$ cat src/rtl/axi_arb_pkg.sv
// Shared types and sizing helpers for the round-robin axi_master command-port arbiter.
package axi_arb_pkg;

    typedef enum logic [2:0] {IDLE, ISSUE, WAIT, RESP, DRAIN} arb_state_t;

    localparam int unsigned TIMEOUT_DEFAULT = 1024;

    // Watchdog counter width; a disabled watchdog still needs a 1-bit counter.
    function automatic int unsigned tmr_width(input int unsigned cycles);
        return (cycles == 0) ? 1 : $clog2(cycles + 1);
    endfunction

endpackage

$ cat src/rtl/axi_master_arbiter_if.sv
// Requester bus and axi_master command port seen by the arbiter.
interface axi_master_arbiter_if #(
    parameter int unsigned NUM_REQ = 4,
    parameter int unsigned DW      = 32,
    parameter int unsigned AW      = 32
);
    logic [NUM_REQ-1:0]    req_valid;
    logic [NUM_REQ-1:0]    req_write;
    logic [NUM_REQ*AW-1:0] req_addr;
    logic [NUM_REQ*DW-1:0] req_wdata;
    logic [NUM_REQ-1:0]    ack;
    logic [DW-1:0]         rsp_rdata;
    logic                  rsp_err;
    logic                  busy;

    logic                  start_read;
    logic                  start_write;
    logic [AW-1:0]         addr;
    logic [DW-1:0]         write_data;
    logic                  done;
    logic [DW-1:0]         read_data;

    // Arbiter view
    modport master (
        input  req_valid, req_write, req_addr, req_wdata, done, read_data,
        output ack, rsp_rdata, rsp_err, busy, start_read, start_write, addr, write_data
    );

    // Requesters plus axi_master view
    modport slave (
        output req_valid, req_write, req_addr, req_wdata, done, read_data,
        input  ack, rsp_rdata, rsp_err, busy, start_read, start_write, addr, write_data
    );
endinterface

$ cat src/rtl/rr_arbiter.sv
// Combinational round-robin pick: first set request at or after the pointer, modulo NUM_REQ.
module rr_arbiter #(
    parameter  int unsigned NUM_REQ = 4,
    localparam int unsigned IDX_W   = $clog2(NUM_REQ)
) (
    input  logic [NUM_REQ-1:0] i_req,
    input  logic [IDX_W-1:0]   i_ptr,
    output logic [IDX_W-1:0]   o_gnt_idx_c,
    output logic               o_any_c
);
    int unsigned w_pos;

    // Scan from the farthest offset down so the nearest set bit wins.
    always_comb begin
        o_gnt_idx_c = '0;
        o_any_c     = 1'b0;
        w_pos       = 0;
        for (int k = NUM_REQ - 1; k >= 0; k--) begin
            w_pos = (32'(i_ptr) + 32'(k)) % NUM_REQ;
            if (i_req[IDX_W'(w_pos)]) begin
                o_gnt_idx_c = IDX_W'(w_pos);
                o_any_c     = 1'b1;
            end
        end
    end

endmodule

$ cat src/rtl/axi_master_arbiter.sv
// Round-robin sharing of one axi_master command port, one transaction in flight, watchdog-bounded.
module axi_master_arbiter
    import axi_arb_pkg::*;
#(
    parameter int unsigned NUM_REQ            = 4,
    parameter int unsigned C_M_AXI_DATA_WIDTH = 32,
    parameter int unsigned C_M_AXI_ADDR_WIDTH = 32,
    parameter int unsigned TIMEOUT_CYCLES     = TIMEOUT_DEFAULT
) (
    input logic                  M_AXI_ACLK,
    input logic                  M_AXI_ARESET,
    axi_master_arbiter_if.master bus
);
    localparam int unsigned DW       = C_M_AXI_DATA_WIDTH;
    localparam int unsigned AW       = C_M_AXI_ADDR_WIDTH;
    localparam int unsigned IDX_W    = $clog2(NUM_REQ);
    localparam int unsigned TMR_W    = tmr_width(TIMEOUT_CYCLES);
    localparam logic        WDOG_EN  = (TIMEOUT_CYCLES != 0);
    localparam logic [TMR_W-1:0] TMR_LAST = TMR_W'(TIMEOUT_CYCLES - 1);

    arb_state_t         r_state, w_state_nxt;
    logic [IDX_W-1:0]   r_idx, w_idx_nxt;
    logic [IDX_W-1:0]   r_rr_ptr, w_rr_ptr_nxt;
    logic               r_write, w_write_nxt;
    logic               r_tmo, w_tmo_nxt;
    logic [TMR_W-1:0]   r_timer, w_timer_nxt;
    logic               r_done_q;
    logic [NUM_REQ-1:0] r_ack, w_ack_nxt;
    logic [DW-1:0]      r_rsp_rdata, w_rsp_rdata_nxt;
    logic               r_rsp_err, w_rsp_err_nxt;
    logic               r_busy, w_busy_nxt;
    logic               r_start_read, w_start_read_nxt;
    logic               r_start_write, w_start_write_nxt;
    logic [AW-1:0]      r_addr, w_addr_nxt;
    logic [DW-1:0]      r_write_data, w_write_data_nxt;

    logic [IDX_W-1:0]   w_gnt_idx;
    logic               w_gnt_any;
    logic               w_done_rise;

    assign w_done_rise = bus.done & ~r_done_q;

    rr_arbiter #(.NUM_REQ(NUM_REQ)) u_rr (
        .i_req       (bus.req_valid),
        .i_ptr       (r_rr_ptr),
        .o_gnt_idx_c (w_gnt_idx),
        .o_any_c     (w_gnt_any)
    );

    always_comb begin
        w_state_nxt       = r_state;
        w_idx_nxt         = r_idx;
        w_rr_ptr_nxt      = r_rr_ptr;
        w_write_nxt       = r_write;
        w_tmo_nxt         = r_tmo;
        w_timer_nxt       = r_timer;
        w_ack_nxt         = '0;
        w_rsp_rdata_nxt   = r_rsp_rdata;
        w_rsp_err_nxt     = r_rsp_err;
        w_start_read_nxt  = 1'b0;
        w_start_write_nxt = 1'b0;
        w_addr_nxt        = r_addr;
        w_write_data_nxt  = r_write_data;

        unique case (r_state)
            IDLE: begin
                if (w_gnt_any) begin
                    w_idx_nxt         = w_gnt_idx;
                    w_write_nxt       = bus.req_write[w_gnt_idx];
                    w_addr_nxt        = bus.req_addr[32'(w_gnt_idx) * AW +: AW];
                    w_write_data_nxt  = bus.req_wdata[32'(w_gnt_idx) * DW +: DW];
                    w_start_write_nxt = bus.req_write[w_gnt_idx];
                    w_start_read_nxt  = ~bus.req_write[w_gnt_idx];
                    w_state_nxt       = ISSUE;
                end
            end
            ISSUE: begin
                w_timer_nxt = '0;
                w_state_nxt = WAIT;
            end
            // A done edge on the expiry cycle takes priority over the watchdog.
            WAIT: begin
                if (w_done_rise) begin
                    w_rsp_rdata_nxt = r_write ? '0 : bus.read_data;
                    w_rsp_err_nxt   = 1'b0;
                    w_ack_nxt       = NUM_REQ'(1) << r_idx;
                    w_state_nxt     = RESP;
                end else if (WDOG_EN && (r_timer == TMR_LAST)) begin
                    w_rsp_rdata_nxt = '0;
                    w_rsp_err_nxt   = 1'b1;
                    w_tmo_nxt       = 1'b1;
                    w_ack_nxt       = NUM_REQ'(1) << r_idx;
                    w_state_nxt     = RESP;
                end else begin
                    w_timer_nxt = r_timer + TMR_W'(1);
                end
            end
            RESP: begin
                w_rr_ptr_nxt = (r_idx == IDX_W'(NUM_REQ - 1)) ? '0 : r_idx + IDX_W'(1);
                w_state_nxt  = r_tmo ? DRAIN : IDLE;
            end
            // Swallow the late completion of a timed-out transaction before granting again.
            DRAIN: begin
                if (w_done_rise) begin
                    w_tmo_nxt   = 1'b0;
                    w_state_nxt = IDLE;
                end
            end
            default: w_state_nxt = IDLE;
        endcase

        w_busy_nxt = (w_state_nxt != IDLE);
    end

    always_ff @(posedge M_AXI_ACLK) begin
        if (M_AXI_ARESET) begin
            r_state       <= IDLE;
            r_idx         <= '0;
            r_rr_ptr      <= '0;
            r_write       <= 1'b0;
            r_tmo         <= 1'b0;
            r_timer       <= '0;
            r_done_q      <= 1'b0;
            r_ack         <= '0;
            r_rsp_rdata   <= '0;
            r_rsp_err     <= 1'b0;
            r_busy        <= 1'b0;
            r_start_read  <= 1'b0;
            r_start_write <= 1'b0;
            r_addr        <= '0;
            r_write_data  <= '0;
        end else begin
            r_state       <= w_state_nxt;
            r_idx         <= w_idx_nxt;
            r_rr_ptr      <= w_rr_ptr_nxt;
            r_write       <= w_write_nxt;
            r_tmo         <= w_tmo_nxt;
            r_timer       <= w_timer_nxt;
            r_done_q      <= bus.done;
            r_ack         <= w_ack_nxt;
            r_rsp_rdata   <= w_rsp_rdata_nxt;
            r_rsp_err     <= w_rsp_err_nxt;
            r_busy        <= w_busy_nxt;
            r_start_read  <= w_start_read_nxt;
            r_start_write <= w_start_write_nxt;
            r_addr        <= w_addr_nxt;
            r_write_data  <= w_write_data_nxt;
        end
    end

    assign bus.ack         = r_ack;
    assign bus.rsp_rdata   = r_rsp_rdata;
    assign bus.rsp_err     = r_rsp_err;
    assign bus.busy        = r_busy;
    assign bus.start_read  = r_start_read;
    assign bus.start_write = r_start_write;
    assign bus.addr        = r_addr;
    assign bus.write_data  = r_write_data;

endmodule

$ cat src/flat_wrapper.sv
// flat-port wrapper written by rule: the top's interface ports become plain ports
module axi_master_arbiter_flat import axi_arb_pkg::*;
#(
    parameter int unsigned NUM_REQ            = 4,
    parameter int unsigned C_M_AXI_DATA_WIDTH = 32,
    parameter int unsigned C_M_AXI_ADDR_WIDTH = 32,
    parameter int unsigned TIMEOUT_CYCLES     = TIMEOUT_DEFAULT
)
  (M_AXI_ACLK, M_AXI_ARESET, bus_req_valid, bus_req_write, bus_req_addr, bus_req_wdata, bus_done, bus_read_data, bus_ack, bus_rsp_rdata, bus_rsp_err, bus_busy, bus_start_read, bus_start_write, bus_addr, bus_write_data);
  axi_master_arbiter_if #(.NUM_REQ(NUM_REQ), .DW((32)), .AW((32))) bus_i ();
  input logic M_AXI_ACLK;
  input logic M_AXI_ARESET;
  input wire logic [$bits(bus_i.req_valid)-1:0] bus_req_valid;
  input wire logic [$bits(bus_i.req_write)-1:0] bus_req_write;
  input wire logic [$bits(bus_i.req_addr)-1:0] bus_req_addr;
  input wire logic [$bits(bus_i.req_wdata)-1:0] bus_req_wdata;
  input wire logic [$bits(bus_i.done)-1:0] bus_done;
  input wire logic [$bits(bus_i.read_data)-1:0] bus_read_data;
  output wire logic [$bits(bus_i.ack)-1:0] bus_ack;
  output wire logic [$bits(bus_i.rsp_rdata)-1:0] bus_rsp_rdata;
  output wire logic [$bits(bus_i.rsp_err)-1:0] bus_rsp_err;
  output wire logic [$bits(bus_i.busy)-1:0] bus_busy;
  output wire logic [$bits(bus_i.start_read)-1:0] bus_start_read;
  output wire logic [$bits(bus_i.start_write)-1:0] bus_start_write;
  output wire logic [$bits(bus_i.addr)-1:0] bus_addr;
  output wire logic [$bits(bus_i.write_data)-1:0] bus_write_data;
  assign bus_i.req_valid = bus_req_valid;
  assign bus_i.req_write = bus_req_write;
  assign bus_i.req_addr = bus_req_addr;
  assign bus_i.req_wdata = bus_req_wdata;
  assign bus_i.done = bus_done;
  assign bus_i.read_data = bus_read_data;
  assign bus_ack = bus_i.ack;
  assign bus_rsp_rdata = bus_i.rsp_rdata;
  assign bus_rsp_err = bus_i.rsp_err;
  assign bus_busy = bus_i.busy;
  assign bus_start_read = bus_i.start_read;
  assign bus_start_write = bus_i.start_write;
  assign bus_addr = bus_i.addr;
  assign bus_write_data = bus_i.write_data;
  axi_master_arbiter #(.NUM_REQ(NUM_REQ), .C_M_AXI_DATA_WIDTH(C_M_AXI_DATA_WIDTH), .C_M_AXI_ADDR_WIDTH(C_M_AXI_ADDR_WIDTH), .TIMEOUT_CYCLES(TIMEOUT_CYCLES)) u_core (.M_AXI_ACLK(M_AXI_ACLK), .M_AXI_ARESET(M_AXI_ARESET), .bus(bus_i));
endmodule
$ cat config.mk
export PLATFORM = sky130hd
export DESIGN_NAME = axi_master_arbiter_flat
export DESIGN_NICKNAME = d
export VERILOG_FILES = /design/src/rtl/axi_arb_pkg.sv /design/src/rtl/axi_master_arbiter_if.sv /design/src/rtl/rr_arbiter.sv /design/src/rtl/axi_master_arbiter.sv /design/src/flat_wrapper.sv
export SDC_FILE = /design/constraint.sdc
export NUM_CORES = 1
export LEC_CHECK = 0
export ABC_AREA = 0
export CELL_PAD_IN_SITES_DETAIL_PLACEMENT = 0
export CELL_PAD_IN_SITES_GLOBAL_PLACEMENT = 1
export CORE_UTILIZATION = 26
export CTS_CLUSTER_SIZE = 12
export DETAILED_ROUTE_END_ITERATION = 10
export HOLD_SLACK_MARGIN = 0.05
export PLACE_DENSITY = 0.81
export SETUP_SLACK_MARGIN = 0.4
export SYNTH_ARGS = -nofsm -noshare
export SYNTH_HDL_FRONTEND = slang
export SYNTH_HIERARCHICAL = 1
export SYNTH_SLANG_ARGS = --single-unit
$ cat constraint.sdc
create_clock -name M_AXI_ACLK -period 2.3 [get_ports M_AXI_ACLK]
set_input_delay 0.46 -clock M_AXI_ACLK [delete_from_list [all_inputs] [get_ports M_AXI_ACLK]]
set_output_delay 0.46 -clock M_AXI_ACLK [all_outputs]
set_load 0.03 [all_outputs]
==> reports/qor.csv <==
stage,metric,value,unit
run_status,status,"finished, final reports clean",
logic_synthesis,synth-seq-cells,125,
drt,wl_met1,9380,µm
global_routing,grt_pass1_vias,6408,
logic_synthesis,netlist_instances,596,
final_layout,syn_to_final_growth,90.4,%
logic_synthesis,yosysUniqueCellTypes,38,
drt,drt-total-wl,24300,µm
sta,rsz0062_at_grt,true,
sta,hold_viol,0,
floorplanning,core-area,22800,µm²
final_layout,final.fill_count,2154,
sta,tns,0,ns
drt,wl_met3,1690,µm
clocking,cts_tree,done,
worst_hold_path,hp-class,in2reg,
global_routing,grt_pass1_wl,35500,µm
critical_path,rr_startpoint,u_core/r_rr_ptr[1],
critical_path,cp-start-kind,flop,
sta,layout_min_cycle_time,2.02,ns
drt,ant_nets,0,
drt,wire_per_inst,18.1,µm
critical_path,r2r_cells,10,
sta,timing.hold.ws,0.372,ns
power,power_density,633,nW/µm²
sta,finalMaxSlewViolations,0,
drt,drt-initial-drc-count,271,
floorplanning,rows,55,
global_routing,gr-total-overflow,0,
sta,worst_pin_slew,0.620,ns
critical_path,required,2.59,ns
clocking,clkSlewWorstSetupHoldPaths,0.06,ns
drt,drc_errors,0,
floorplanning,start_util,0.267,
logic_synthesis,postSynthAreaPerCell,10.2,µm²
floorplanning,dieArea,24100,µm²
clocking,cts_buffers,17,
drt,via_per_inst,4.68,
logic_synthesis,synth_most_common_cell,nand2_1,
drt,dr.pass1.iters,7,
logic_synthesis,syn-cell-area,6110,µm²
critical_path,ff2ff_setup_slack,0.28,ns
drt,num_vias,6282,
critical_path,worstPathMaxFanout,7,
clocking,cts_hold_buf,0,
logic_synthesis,yosysWarnings,6,
worst_hold_path,hold_depth,2,
global_routing,grt_max_degree,49,
critical_path,worstSetupEndpointType,flop,
clocking,cts_sinks,125,
power,irDropWorstVdd,0.342,mV
flow_run,cap_violations,0,
place,gp_congestion,0.798,
logic_synthesis,yosysTopAreaCell,dfxtp_1,
logic_synthesis,ys_seq_area_frac,0.410,
clocking,htree_levels,4,
critical_path,crit_arrival,2.31,ns
sta,timing.final.crit_share,0.880,
sta,max_clock_freq,494,MHz
floorplanning,fp.dieH,155,µm
logic_synthesis,synthArstFlopShare,0,
power,total_power,7.36,mW
floorplanning,ios,403,
sta,finalSetupViolations,0,
critical_path,r2r_end,u_core/bus.addr[28],
logic_synthesis,synth_area_leaders,"dfxtp_1, mux4_2, nand2_1",
drt,wl_met2,12600,µm
global_routing,antenna_found_initial,1,
place,port_buffers,402,
worst_hold_path,hold_path_end,u_core/r_idx[1],
final_layout,drive_above_1_share,0.168,
clocking,clk_latency,0.42,ns
sta,clock_skew,0.0118,ns
clocking,cts-root-buf,clkbuf_16,
sta,relSlewSlack,0.585,
clocking,clockBufferDepth,2,
place,hpwl,18700,µm
logic_synthesis,synth_edf_count,0,
floorplanning,die_w,155,µm
logic_synthesis,synth_top_cell_area_share,0.410,
worst_hold_path,worstHoldStart,M_AXI_ARESET,
power,p_leak,4.99,nW
global_routing,track_usage,0.195,
logic_synthesis,synth_commonest_cells,"nand2_1, dfxtp_1, a21oi_1",
critical_path,path_class,reg2reg,
logic_synthesis,postSynthNetCount,900,
final_layout,finalNetCount,1320,
drt,top_layer_used,met4,
logic_synthesis,synth_flop_cell,dfxtp_1,
metal layers:
layer,GRT usage,vias to the layer above
met5,0,-
met4,0.0780,0
met3,0.0568,36
met2,0.355,265
met1,0.211,2947
li1,-,3034
layout by cell type (no fill, tap or decap), types with 3 or more instances in the layout:
cell | Yosys | routed
dlygate4sd2_1 | 0 | 84
or3_1 | 8 | 8
dfxtp_1 | 125 | 123
nand2b_1 | 5 | 4
ha_1 | 5 | 5
nand2_1 | 150 | 143
nand3_1 | 7 | 5
and2_1 | 4 | 4
nand2_2 | 0 | 6
mux4_2 | 65 | 65
inv_1 | 5 | 5
a21oi_1 | 75 | 73
clkdlybuf4s50_1 | 0 | 294
dlymetal6s2s_1 | 0 | 23
inv_6 | 0 | 5
a22o_1 | 32 | 32
nor2b_1 | 3 | 3
buf_12 | 0 | 15
buf_6 | 1 | 11
buf_4 | 1 | 20
nor2_1 | 11 | 9
nor4_1 | 7 | 6
nor3_1 | 5 | 4
mux2i_1 | 9 | 8
o21ai_0 | 3 | 3
clkbuf_16 | 0 | 19
how the worst max path moves through the flow:
stage	depth (start not counted)	start	to
global route	9	u_core/r_rr_ptr[1]	u_core/bus.write_data[2]
floorplan	8	bus_req_valid[2]	u_core/bus.write_data[13]
finish	10	u_core/r_rr_ptr[1]	u_core/bus.addr[28]
detailed placement	8	bus_req_valid[3]	u_core/bus.write_data[10]
CTS	8	u_core/r_rr_ptr[1]	u_core/bus.addr[20]
global placement	8	bus_req_valid[3]	u_core/bus.addr[9]
cells by family (layout without fill, tap and decap cells):
group	count (synthesis)	after routing	share of synthesized area
other	0	1	0
AND/OR/NAND/NOR	216	216	0.161
AO/OA/AOI/OAI	121	121	0.126
adder cells (fa/ha/maj)	5	5	0.0102
flip-flops	125	125	0.410
multiplexers	74	74	0.254
buffers and inverters	55	488	0.0391
worst max-delay path: stages (launching register included):
cell and delay, ns:
dfxtp_4 0.39, nand2b_4 0.13, a21oi_2 0.06, a211oi_4 0.16, buf_6 0.15, buf_4 0.10
buf_6 0.11, clkbuf_16 0.16, mux4_2 0.50, nand2_1 0.08, a21oi_1 0.05
state kept, by name, summed over array words and instances, names as in the netlist, 2 cells and up:
| register | flops |
|---|---|
| u_core/bus.addr | 32 |
| u_core/bus.rsp_rdata | 32 |
| u_core/bus.write_data | 32 |
| u_core/bus.ack | 4 |
| u_core/r_rr_ptr | 2 |
| u_core/r_state | 3 |
| u_core/r_timer | 11 |
| u_core/r_idx | 2 |
repair_timing:
item / CTS / global route
cloned: 1 / 3
pin swaps: 20 / 19
gates resized for setup: 101 / 42
endpoints found under the setup margin: 158 / 126
buffers inserted: 7 / 11
per-stage QoR:
stage | cell area [µm²] | setup slack (ns) | utilization | cells
2_1_floorplan | 6170 | 0.401 | - | 596
3_3_place_gp | 10700 | -0.277 | 0.469 | 1288
3_5_place_dp | 10700 | -0.320 | 0.469 | 1288
4_1_cts | 11400 | 0.265 | 0.497 | 1328
5_1_grt | 11600 | 0.208 | 0.509 | 1343
6_report | 11600 | 0.277 | 0.509 | 1343
area by class of cell:
| class | instances | area, µm² | area share |
|---|---|---|---|
| tap | 313 | 392 | 0.0337 |
| clock inverter | 15 | 180 | 0.0155 |
| multi-input combinational | 416 | 3470 | 0.298 |
| sequential | 125 | 2510 | 0.216 |
| inverter | 5 | 18.8 | 0.00161 |
| timing repair buffer | 451 | 4630 | 0.399 |
| clock buffer | 17 | 425 | 0.0366 |
| antenna | 1 | 2.50 | 0.000215 |
power breakdown:
group	internal [mW]	leakage [nW]	switching [mW]
sequential	2.33	1.02	0.0940
combinational	1.14	3.67	1.01
clock	1.64	0.292	1.14
total	5.11	4.99	2.24
No activity file was read; power rests on OpenSTA's default activity.
